$ cat config.mk
export PLATFORM = sky130hd
export DESIGN_NAME = mem_stage_ctrl
export DESIGN_NICKNAME = d
export VERILOG_FILES = /design/src/rtl/pipe_defs_pkg.sv /design/src/rtl/mem_wait_timer.sv /design/src/rtl/mem_stage_ctrl.sv
export SDC_FILE = /design/constraint.sdc
export NUM_CORES = 1
export LEC_CHECK = 0
export BUFFER_PORTS_ARGS = -buffer_cell sky130_fd_sc_hd__buf_2
export CORE_MARGIN = 5
export CORE_UTILIZATION = 45
export CTS_CLUSTER_DIAMETER = 80
export CTS_CLUSTER_SIZE = 30
export DETAILED_ROUTE_END_ITERATION = 10
export GPL_TIMING_DRIVEN = 0
export PLACE_DENSITY = 0.77
export SKIP_CTS_REPAIR_TIMING = 1
export SYNTH_ARGS = -nofsm -noshare
export SYNTH_HDL_FRONTEND = slang
export SYNTH_SLANG_ARGS = --single-unit
$ cat constraint.sdc
create_clock -name clock -period 2.47 [get_ports clock]
set_input_delay 0.3705 -clock clock [delete_from_list [all_inputs] [get_ports clock]]
set_output_delay 0.3705 -clock clock [all_outputs]
set_load 0.05 [all_outputs]
$ cat src/rtl/pipe_defs_pkg.sv
// pipe_defs: shared MEM-stage definitions (datapath widths, FSM encodings, helpers).
`default_nettype none

package pipe_defs;

  localparam int XLEN  = 32;
  localparam int REG_W = 5;

  localparam logic [0:0] ST_IDLE = 1'b0;
  localparam logic [0:0] ST_REQ  = 1'b1;

  function automatic logic is_word_aligned(input logic [XLEN-1:0] addr);
    return (addr[1:0] == 2'b00);
  endfunction

endpackage

`default_nettype wire

$ cat src/rtl/mem_wait_timer.sv
// mem_wait_timer: wait-cycle counter with synchronous clear, enable and terminal-count flag.
`default_nettype none

module mem_wait_timer #(
  parameter int CNT_W    = 4,
  parameter int MAX_WAIT = 15
) (
  input  logic             clock,
  input  logic             reset_0,
  input  logic             clear,
  input  logic             enable,
  output logic [CNT_W-1:0] count,
  output logic             term
);

  localparam logic [CNT_W-1:0] TERM_VAL = CNT_W'(MAX_WAIT - 1);

  always_ff @(posedge clock or negedge reset_0) begin
    if (!reset_0) begin
      count <= '0;
    end else if (clear) begin
      count <= '0;
    end else if (enable) begin
      count <= count + 1'b1;
    end
  end

  assign term = (count == TERM_VAL);

endmodule

`default_nettype wire

$ cat src/rtl/mem_stage_ctrl.sv
// mem_stage_ctrl: MEM-stage controller running loads/stores on a req/ack data-memory bus
// with pipeline stall, watchdog abort, misalignment rejection and ME->WB registers.
`default_nettype none

module mem_stage_ctrl
  import pipe_defs::*;
#(
  parameter int MAX_WAIT = 15,
  parameter int CNT_W    = 4
) (
  input  logic             clock,
  input  logic             reset_0,
  input  logic [XLEN-1:0]  ans_me,
  input  logic [XLEN-1:0]  b_me,
  input  logic [REG_W-1:0] rw_me,
  input  logic             wreg_me,
  input  logic             m2reg_me,
  input  logic             wmem_me,
  output logic             dm_req,
  output logic             dm_we,
  output logic [XLEN-1:0]  dm_addr,
  output logic [XLEN-1:0]  dm_wdata,
  input  logic             dm_ack,
  input  logic [XLEN-1:0]  dm_rdata,
  output logic             stall_me,
  output logic [XLEN-1:0]  ans_wb,
  output logic [XLEN-1:0]  mo_wb,
  output logic [REG_W-1:0] rw_wb,
  output logic             wreg_wb,
  output logic             m2reg_wb,
  output logic             bus_err,
  output logic [XLEN-1:0]  err_addr
);

  logic [0:0]       state;
  logic             mop;
  logic             aligned;
  logic             in_req;
  logic             ack_now;
  logic             start_req;
  logic             wait_more;
  logic             err_now;
  logic             wb_writes;
  logic [CNT_W-1:0] wait_cnt;
  logic             wait_term;

  assign mop       = m2reg_me | wmem_me;
  assign aligned   = is_word_aligned(ans_me);
  assign in_req    = (state == ST_REQ);
  assign ack_now   = in_req & dm_ack;
  assign start_req = ~in_req & mop & aligned;
  assign wait_more = in_req & ~dm_ack & ~wait_term;
  assign err_now   = (in_req & ~dm_ack & wait_term) | (~in_req & mop & ~aligned);
  assign wb_writes = wreg_me & (rw_me != '0);

  // Gated by reset so the stall output is low while reset is held.
  assign stall_me = reset_0 & (start_req | wait_more);

  mem_wait_timer #(
    .CNT_W    (CNT_W),
    .MAX_WAIT (MAX_WAIT)
  ) u_wait_timer (
    .clock   (clock),
    .reset_0 (reset_0),
    .clear   (start_req),
    .enable  (wait_more),
    .count   (wait_cnt),
    .term    (wait_term)
  );

  always_ff @(posedge clock or negedge reset_0) begin
    if (!reset_0) begin
      state    <= ST_IDLE;
      dm_req   <= 1'b0;
      dm_we    <= 1'b0;
      dm_addr  <= '0;
      dm_wdata <= '0;
      ans_wb   <= '0;
      mo_wb    <= '0;
      rw_wb    <= '0;
      wreg_wb  <= 1'b0;
      m2reg_wb <= 1'b0;
      bus_err  <= 1'b0;
      err_addr <= '0;
    end else begin
      case (state)
        ST_IDLE: begin
          if (start_req) begin
            dm_req   <= 1'b1;
            dm_we    <= wmem_me;
            dm_addr  <= ans_me;
            dm_wdata <= b_me;
            state    <= ST_REQ;
          end
        end
        ST_REQ: begin
          if (dm_ack || wait_term) begin
            dm_req <= 1'b0;
            state  <= ST_IDLE;
          end
        end
        default: state <= ST_IDLE;
      endcase

      // A store wins when both load and store flags are set.
      if (ack_now) begin
        ans_wb <= ans_me;
        rw_wb  <= rw_me;
        if (wmem_me) begin
          wreg_wb  <= 1'b0;
          m2reg_wb <= 1'b0;
        end else begin
          mo_wb    <= dm_rdata;
          m2reg_wb <= 1'b1;
          wreg_wb  <= wb_writes;
        end
      end else if (!in_req && !mop) begin
        ans_wb   <= ans_me;
        rw_wb    <= rw_me;
        m2reg_wb <= 1'b0;
        wreg_wb  <= wb_writes;
      end else begin
        wreg_wb  <= 1'b0;
        m2reg_wb <= 1'b0;
      end

      if (err_now && !bus_err) begin
        bus_err  <= 1'b1;
        err_addr <= ans_me;
      end
    end
  end

endmodule

`default_nettype wire

== Yosys cells after proc, flatten, opt, wreduce, memory -nomap -nowiden ==
Index checks and enable logic that the tools add are counted.
Cells by class
  bitwise logic cells: 17
  divide/modulo/power cells: 0
  magnitude comparators: 0
  eq/ne operators: 3
  $mul: 0
  shifts and indexed selects: 0
  muxes and demuxes: 17
  reductions and logical operators: 13
  $add $sub $neg: 1
Operator list (number)
  32-bit two-way mux: 2
  5-bit two-way mux: 2
  1-bit bitwise AND: 9
  1-bit two-way mux: 9
  4-bit two-way mux: 2
  2-bit AND reduction: 3
  1-bit inverter: 5
  5-bit nonzero test: 1
  4-bit by 1-bit adder with 4-bit output (second input constant): 1
  4-bit equality test (second input constant): 1
  1-bit one-hot mux with 2 select lines: 2
  2-bit nonzero test: 2
  1-bit logical NOT: 3
  1-bit bitwise OR: 3
  1-bit logical AND: 2
  2-bit logical NOT: 1
  2-bit by 1-bit inequality test with 1-bit output (second input constant): 1
  2-bit inequality test (second input constant): 1
  1-bit logical OR: 1
Word-level totals
  bits in latches: 0
  output and inout bits: 171
  bits in writable memories: 0
  input port bits: 107
  memories kept: 0
  register bits after elaboration: 175
  bits in read-only memories: 0
  word-level logic and storage cells: 64

== Depth between registers and ports, before layout ==
Gate-level depths: netlist of the first run.
  depth in word-level cells: 5
  gate-level depth with buffers: 6
  depth with buffers taken out: 5

== Hierarchy ==
From an unflattened synthesis of the first run, not the netlist that was laid out.
Second synthesis, totals
  cell total of the unflattened synthesis: 400
  area, all modules: 7004.2 µm²
Modules (own cells, without submodules)
  mem_stage_ctrl: sequential area each 4279.1 µm², instances 1, area each 6784.0 µm², cells an instance 380
  mem_wait_timer: sequential area each 100.1 µm², instances 1, area each 220.2 µm², cells an instance 20

== Least setup slack after synthesis of the first run ==
OpenSTA, ideal clock, no wires.
  path kind: reg2out
  start: register state, in the netlist in_req
  end: output port stall_me
  cell stages (with the launch flop): 7
  slack: 452 ps
  required time: 2099 ps
  arrival time: 1647 ps
  path buffers: 3
  cell sequence: dfrtp_1 > buf_6 > o21bai_4 > nor3_1 > buf_2 > buf_4 > o21a_1
Between the ends
  cells in the longest elaborated chain, start to end: 5
  elaborated cells between the ends (all ways): 7
  classes of those cells: bitwise (7)
Ends and longest elaborated chain
  from (decl): RTL line mem_stage_ctrl.sv:35  | logic [0:0] state;
  from (signal assigned): RTL line mem_stage_ctrl.sv:73  | state <= ST_IDLE;
  from (signal assigned): RTL line mem_stage_ctrl.sv:93  | state <= ST_REQ;
  from (signal assigned): RTL line mem_stage_ctrl.sv:99  | state <= ST_IDLE;
  1-bit inverter (no line)
  1-bit bitwise AND (2 in a row): RTL line mem_stage_ctrl.sv:51  | assign start_req = ~in_req & mop & aligned;
  1-bit bitwise OR (*): RTL line mem_stage_ctrl.sv:57  | assign stall_me = reset_0 & (start_req | wait_more);
  1-bit bitwise AND (*): RTL line mem_stage_ctrl.sv:57
  to (decl): RTL line mem_stage_ctrl.sv:25  | output logic stall_me,
Every way passes the cells marked *; elsewhere a longest branch is shown, timed or not.

== Worst setup path after layout of the first run ==
Same ends and word-level chain as after synthesis.

==> results.json, run 1 <==
{
  "routed.top_layer": "met4",
  "hold_class": "primary input to async pin",
  "boundaryPins": 278,
  "ys_ff_latch": 175,
  "maxSlewHeadroom_pct": 59.7,
  "ys_types": 34,
  "skew_ns": 0.00652,
  "syn_to_final_growth_pct": 33.3,
  "synth_area_leaders": "dfrtp_1 (65%), mux2_2 (22%), mux2_4 (6.0%)",
  "overflow": 0,
  "groute.usage.overall_pct": 19.4,
  "ff2ff_path_depth": 6,
  "worstMarginPinSlew_ns": 0.604,
  "worstPathRequired_ns": 2.10,
  "layout.nets": 807,
  "peakVddDrop_v": 0.000647,
  "crit_type": "register to output pin",
  "outcome": "complete, but fails checks",
  "avgRoutedWirePerCell_um": 18.8,
  "antenna_cells": 0,
  "path_cells": "buf_6, o21bai_4, nor3_4, buf_6, o21a_1, buf_4",
  "yosys_warnings": 0,
  "die-height_um": 133,
  "antenna_found_initial": 0,
  "port-buffer-count": 277,
  "fmax_mhz": 444,
  "ys_seq_area_share_pct": 64.7,
  "cts_tree": "built",
  "synth_area_per_cell_um2": 16.9,
  "drc": 0,
  "synthDominantCellAreaShare_pct": 64.7,
  "placed_cells": 863,
  "place_hpwl_um": 12600,
  "cts_buffer_depth": 2,
  "firstDrtPassIters": 4,
  "routed_wl_um": 16900,
  "yosys.area.top_type": "dfrtp_1",
  "arrival_ns": 1.88,
  "end_kind": "output pin",
  "r2r_setup_slack_ns": 0.26,
  "wl_met2_um": 8390,
  "slowest_stage": "dfrtp_1",
  "worstReg2RegStart": "u_wait_timer.count[0]",
  "drtIter0Drc": 172,
  "cp_common_cell": "buf_6",
  "m1WireLength_um": 6710,
  "fillerInstances": 1112,
  "grt_pass1_vias": 5124,
  "regToRegEndpoint": "err_addr[24]",
  "async_flop_share_pct": 100,
  "ant_nets": 0,
  "startpoint_type": "register",
  "hold_viol": 75,
  "fp.dieW_um": 133,
  "insertion_delay_ns": 0.41,
  "leakage_nw": 4.53,
  "synth.area.mux_share_pct": 28.9,
  "rsz0062_at_grt": "false",
  "synthXorXnorAreaFrac_pct": 0,
  "grt_max_degree": 91,
  "drive_gt1_share_pct": 68.9,
  "synth_top_family_by_area": "multiplexers",
  "wl_met3_um": 1460,
  "worstPathMaxFanout": 19,
  "slew_viol_final": 0,
  "clockRootBuffer": "clkbuf_16",
  "violations": "negative hold slack",
  "whs_ns": -0.0715,
  "cap_violations": 0,
  "htreeDepth": 4,
  "stdcell_count": 895,
  "initial_utilization_pct": 46.2,
  "post_dp_cell_area_mm2": 0.00842,
  "synth-compound-area-share_pct": 2.26,
  "multiInputGateArea_mm2": 0.00225,
  "slowest_delay_ns": 0.37,
  "synthFlopType": "dfrtp_1",
  "yosys.area_share.simple_pct": 1.59,
  "core_mm2": 0.0146,
  "register_area_mm2": 0.00438,
  "synth_nets": 510,
  "synth_cells": 401,
  "setup_viol": 0,
  "drt-vias-per-instance": 5.00,
  "dieArea_mm2": 0.0176,
  "syn_area_mm2": 0.00677,
  "gp_congestion": 0.775,
  "finalPower_mw": 10.6,
  "fin_crit_ns": 2.25,
  "fin_area_mm2": 0.00902,
  "cts_sinks": 175,
  "grt_first_pass_wirelength_um": 27000,
  "cts_made_buffers": 17,
  "synthAdderAreaFrac_pct": 0.370,
  "cellPowerDensity_mw_per_mm2": 1180,
  "num_rows": 44,
  "synth_edf_count": 0,
  "finalCritPeriodShare_pct": 91.2,
  "num_vias": 4473,
  "clk_pin_slew_ns": 0.07,
  "utilization_pct": 61.6
}
Yosys cell counts (2+ instances only):
cell	n
a21oi_1	3
and2_1	2
buf_2	9
buf_4	5
buf_6	4
dfrtp_1	175
ha_1	2
inv_1	3
mux2_1	4
mux2_2	133
mux2_4	27
nand3_1	4
nor2_1	2
o21ai_0	5
o31ai_1	2
or3_1	3
placed cells by master, fill, tap and decap left out, types with 3 or more instances in the layout:
cell | Yosys | layout
buf_2 | 9 | 283
inv_1 | 3 | 3
buf_4 | 5 | 5
clkbuf_16 | 0 | 17
mux2_1 | 4 | 4
nand3_1 | 4 | 4
a21oi_1 | 3 | 3
mux2_2 | 133 | 133
buf_6 | 4 | 5
inv_6 | 0 | 4
mux2_4 | 27 | 27
dfrtp_1 | 175 | 175
or3_1 | 3 | 3
o21ai_0 | 5 | 5
clkinvlp_4 | 0 | 3
kinds of logic after synthesis:
| family | after synthesis |
|---|---|
| AO/OA/AOI/OAI | 18 |
| AND/OR/NAND/NOR | 19 |
| buffers and inverters | 22 |
| flip-flops | 175 |
| adder cells (fa/ha/maj) | 2 |
| multiplexers | 165 |
worst max-delay path, delay by kind of cell (launching register included):
kind | cells | cell delay (ns)
flops | 1 | 0.37
compound gates | 2 | 0.35
buf+inv | 3 | 0.56
simple gates | 1 | 0.18
sequential cells by signal (all words and copies together) (netlist names):
register            count
in_req                  1
rw_wb                   5
u_wait_timer.count      4
dm_we                   1
err_addr               32
bus_err                 1
dm_wdata               32
dm_req                  1
ans_wb                 32
mo_wb                  32
wreg_wb                 1
dm_addr                32
m2reg_wb                1
through the flow:
step | setup WS (ns) | TNS [ns]
2_1_floorplan | 0.452 | 0
3_3_place_gp | -1.62 | -253.80
3_5_place_dp | 0.173 | 0
4_1_cts | -0.300 | -0.300
5_1_grt | 0.0785 | 0
6_report | 0.217 | 0
final cells by class:
class / instances / share of cell area, %
Inverter: 3 / 0.125
Clock inverter: 13 / 1.40
Sequential cell: 175 / 48.6
Timing Repair Buffer: 280 / 16.0
Clock buffer: 19 / 4.91
Buffer: 17 / 1.40
Multi-Input combinational cell: 204 / 25.0
Tap cell: 184 / 2.55
report_power, final:
part / switching, mW / internal, mW / total [mW]
Sequential: 0.352 / 3.53 / 3.89
Clock: 1.14 / 1.43 / 2.57
Combinational: 3.07 / 1.12 / 4.19
routing by layer:
layer / track usage, % / vias up
li1: - / 2026
met1: 22.4 / 2223
met2: 33.8 / 203
met3: 6.68 / 21
met4: 6.52 / 0
met5: 0 / -
worst max path at each step:
stage / slack (ns) / to / from / cells after the start
3_5_place_dp: 0.17 / stall_me / in_req / 7
4_1_cts: -0.30 / stall_me / in_req / 7
6_report: 0.22 / stall_me / in_req / 6
2_1_floorplan: 0.45 / stall_me / in_req / 6
3_3_place_gp: -1.62 / stall_me / reset_0 / 3
5_1_grt: 0.08 / err_addr[4] / u_wait_timer.count[0] / 6
Note: power is estimated with default switching activity, not from simulation.
==> run 2, diff against run 1 <==
- ABC_CLOCK_PERIOD_IN_PS: not set -> 1800
- CORE_UTILIZATION: 45 -> 43
- clock period: 2.47 -> 1.8 ns (I/O delays scaled with it)
==> results.json, run 2 (same netlist as run 1, synthesis figures left out) <==
{
  "outcome": "complete, but fails checks",
  "violations": "negative hold slack, negative setup slack",
  "firstDrtPassIters": 4,
  "drtIter0Drc": 199,
  "place_worst_setup_slack_ns": -0.326,
  "ant_nets": 0,
  "skew_ns": 0.00796,
  "cap_violations": 0,
  "worstPathRequired_ns": 1.53,
  "antenna_found_initial": 0,
  "post_dp_cell_area_mm2": 0.00847,
  "crit_family": "buffers and inverters",
  "cellPowerDensity_mw_per_mm2": 1570,
  "layout_common_cells": "buf_2 (276), dfrtp_1 (175), mux2_2 (103)",
  "slowest_stage": "dfrtp_1",
  "routed_wl_um": 18000,
  "fin_crit_ns": 2.07,
  "maxSlewHeadroom_pct": 59.6,
  "use_met1_pct": 21.6,
  "worstReg2RegStart": "in_req",
  "grtUsageMet3_pct": 6.50,
  "cts_sinks": 175,
  "cp-startpoint": "in_req",
  "boundaryPins": 278,
  "arrival_ns": 1.80,
  "use_met2_pct": 32.3,
  "leakage_nw": 4.86,
  "regToRegEndpoint": "dm_addr[5]",
  "slew_viol_final": 0,
  "port-buffer-count": 277,
  "drive_gt1_share_pct": 71.6,
  "layout.nets": 829,
  "syn_to_final_growth_pct": 43.5,
  "num_rows": 45,
  "drc": 0,
  "avgRoutedWirePerCell_um": 19.0,
  "initial_utilization_pct": 44.2,
  "dieArea_mm2": 0.0183,
  "fmax_mhz": 484,
  "startpoint_type": "register",
  "worstMarginPinSlew_ns": 0.605,
  "cp.depth": 7,
  "crit_type": "register to output pin",
  "hold_viol": 76,
  "clockRootBuffer": "clkbuf_16",
  "utilization_pct": 63.4,
  "overflow": 0,
  "cts_tree": "built",
  "finalCritPeriodShare_pct": 115,
  "path_cells": "buf_6, o21bai_4, nor3_2, buf_4, buf_8, o21a_4, buf_8",
  "ff2ff_path_depth": 7,
  "setup_viol": 71,
  "setup_slack_ns": -0.267,
  "busiest_layer": "met2",
  "drt-vias-per-instance": 4.88,
  "rsz0062_at_grt": "true",
  "cp_num_buf_inv": 4,
  "die-height_um": 135,
  "slowest_delay_ns": 0.37,
  "antenna_cells": 0,
  "crit_end": "stall_me",
  "worstPathMaxFanout": 4,
  "hold_class": "primary input to async pin",
  "grt_max_degree": 100,
  "num_vias": 4602,
  "core_mm2": 0.0153,
  "end_kind": "output pin",
  "place_hpwl_um": 12900,
  "fin_setup_tns_ns": -3.18,
  "clk_pin_slew_ns": 0.07,
  "cts_made_buffers": 17,
  "grt_pass1_vias": 4953,
  "r2r_setup_slack_ns": -0.08,
  "grt_first_pass_wirelength_um": 26500,
  "peakVddDrop_v": 0.000758,
  "cts_buffer_depth": 2,
  "cp_common_cell": "buf_8",
  "insertion_delay_ns": 0.42,
  "fin_area_mm2": 0.00971,
  "groute.usage.overall_pct": 18.6,
  "gp_congestion": 0.764,
  "fp.dieW_um": 135,
  "final_common_cell": "buf_2",
  "whs_ns": -0.208,
  "htreeDepth": 4
}
-- run 2: cell type report --
type / count / area (um2)
clock inverters: 14 / 201
plain buffers: 18 / 241
clock buffers: 18 / 439
fillers: 1177 / 5610
flip-flops and latches: 175 / 4380
inverters: 3 / 11.3
repair buffers: 301 / 1730
multi-input cells: 204 / 2440
well taps: 211 / 264
-- run 2: how the worst min path moves through the flow --
stage                       start           end  cells after the start
after floorplan           reset_0     ans_wb[0]                      0
after global placement     dm_req        dm_req                      1
after detailed placement  reset_0  err_addr[24]                      1
after CTS                 reset_0  err_addr[24]                      1
after global routing      reset_0  err_addr[24]                      1
final                     reset_0  err_addr[24]                      1
-- run 2: per-stage QoR --
| step | power (mW) | cells |
|---|---|---|
| 2_1_floorplan | 9.64 | 401 |
| 4_1_cts | 15.2 | 922 |
| 3_3_place_gp | 11.0 | 889 |
| 5_1_grt | 15.9 | 944 |
| 6_report | 15.3 | 944 |
| 3_5_place_dp | 11.2 | 890 |
-- run 2: worst register-to-register path: cells and delay by family, from the launching register on --
| family | cells | cell delay [ns] |
|---|---|---|
| flops | 1 | 0.37 |
| compound gates | 1 | 0.19 |
| simple gates | 1 | 0.34 |
| buf+inv | 4 | 0.58 |
| mux | 1 | 0.29 |
-- run 2: power breakdown --
group | switching [mW] | internal, mW | total [mW] | leakage [nW]
Combinational | 4.26 | 1.70 | 5.96 | 2.45
Sequential | 0.501 | 4.85 | 5.35 | 2.10
Clock | 1.58 | 2.39 | 3.97 | 0.314
Total | 6.34 | 8.94 | 15.3 | 4.86
-- run 2: metal layers --
layer / up-vias / part of all wire (%)
li1: 2063 / -
met3: 18 / 7.7
met1: 2337 / 40
met5: - / 0
met2: 184 / 51
met4: 0 / 1.6
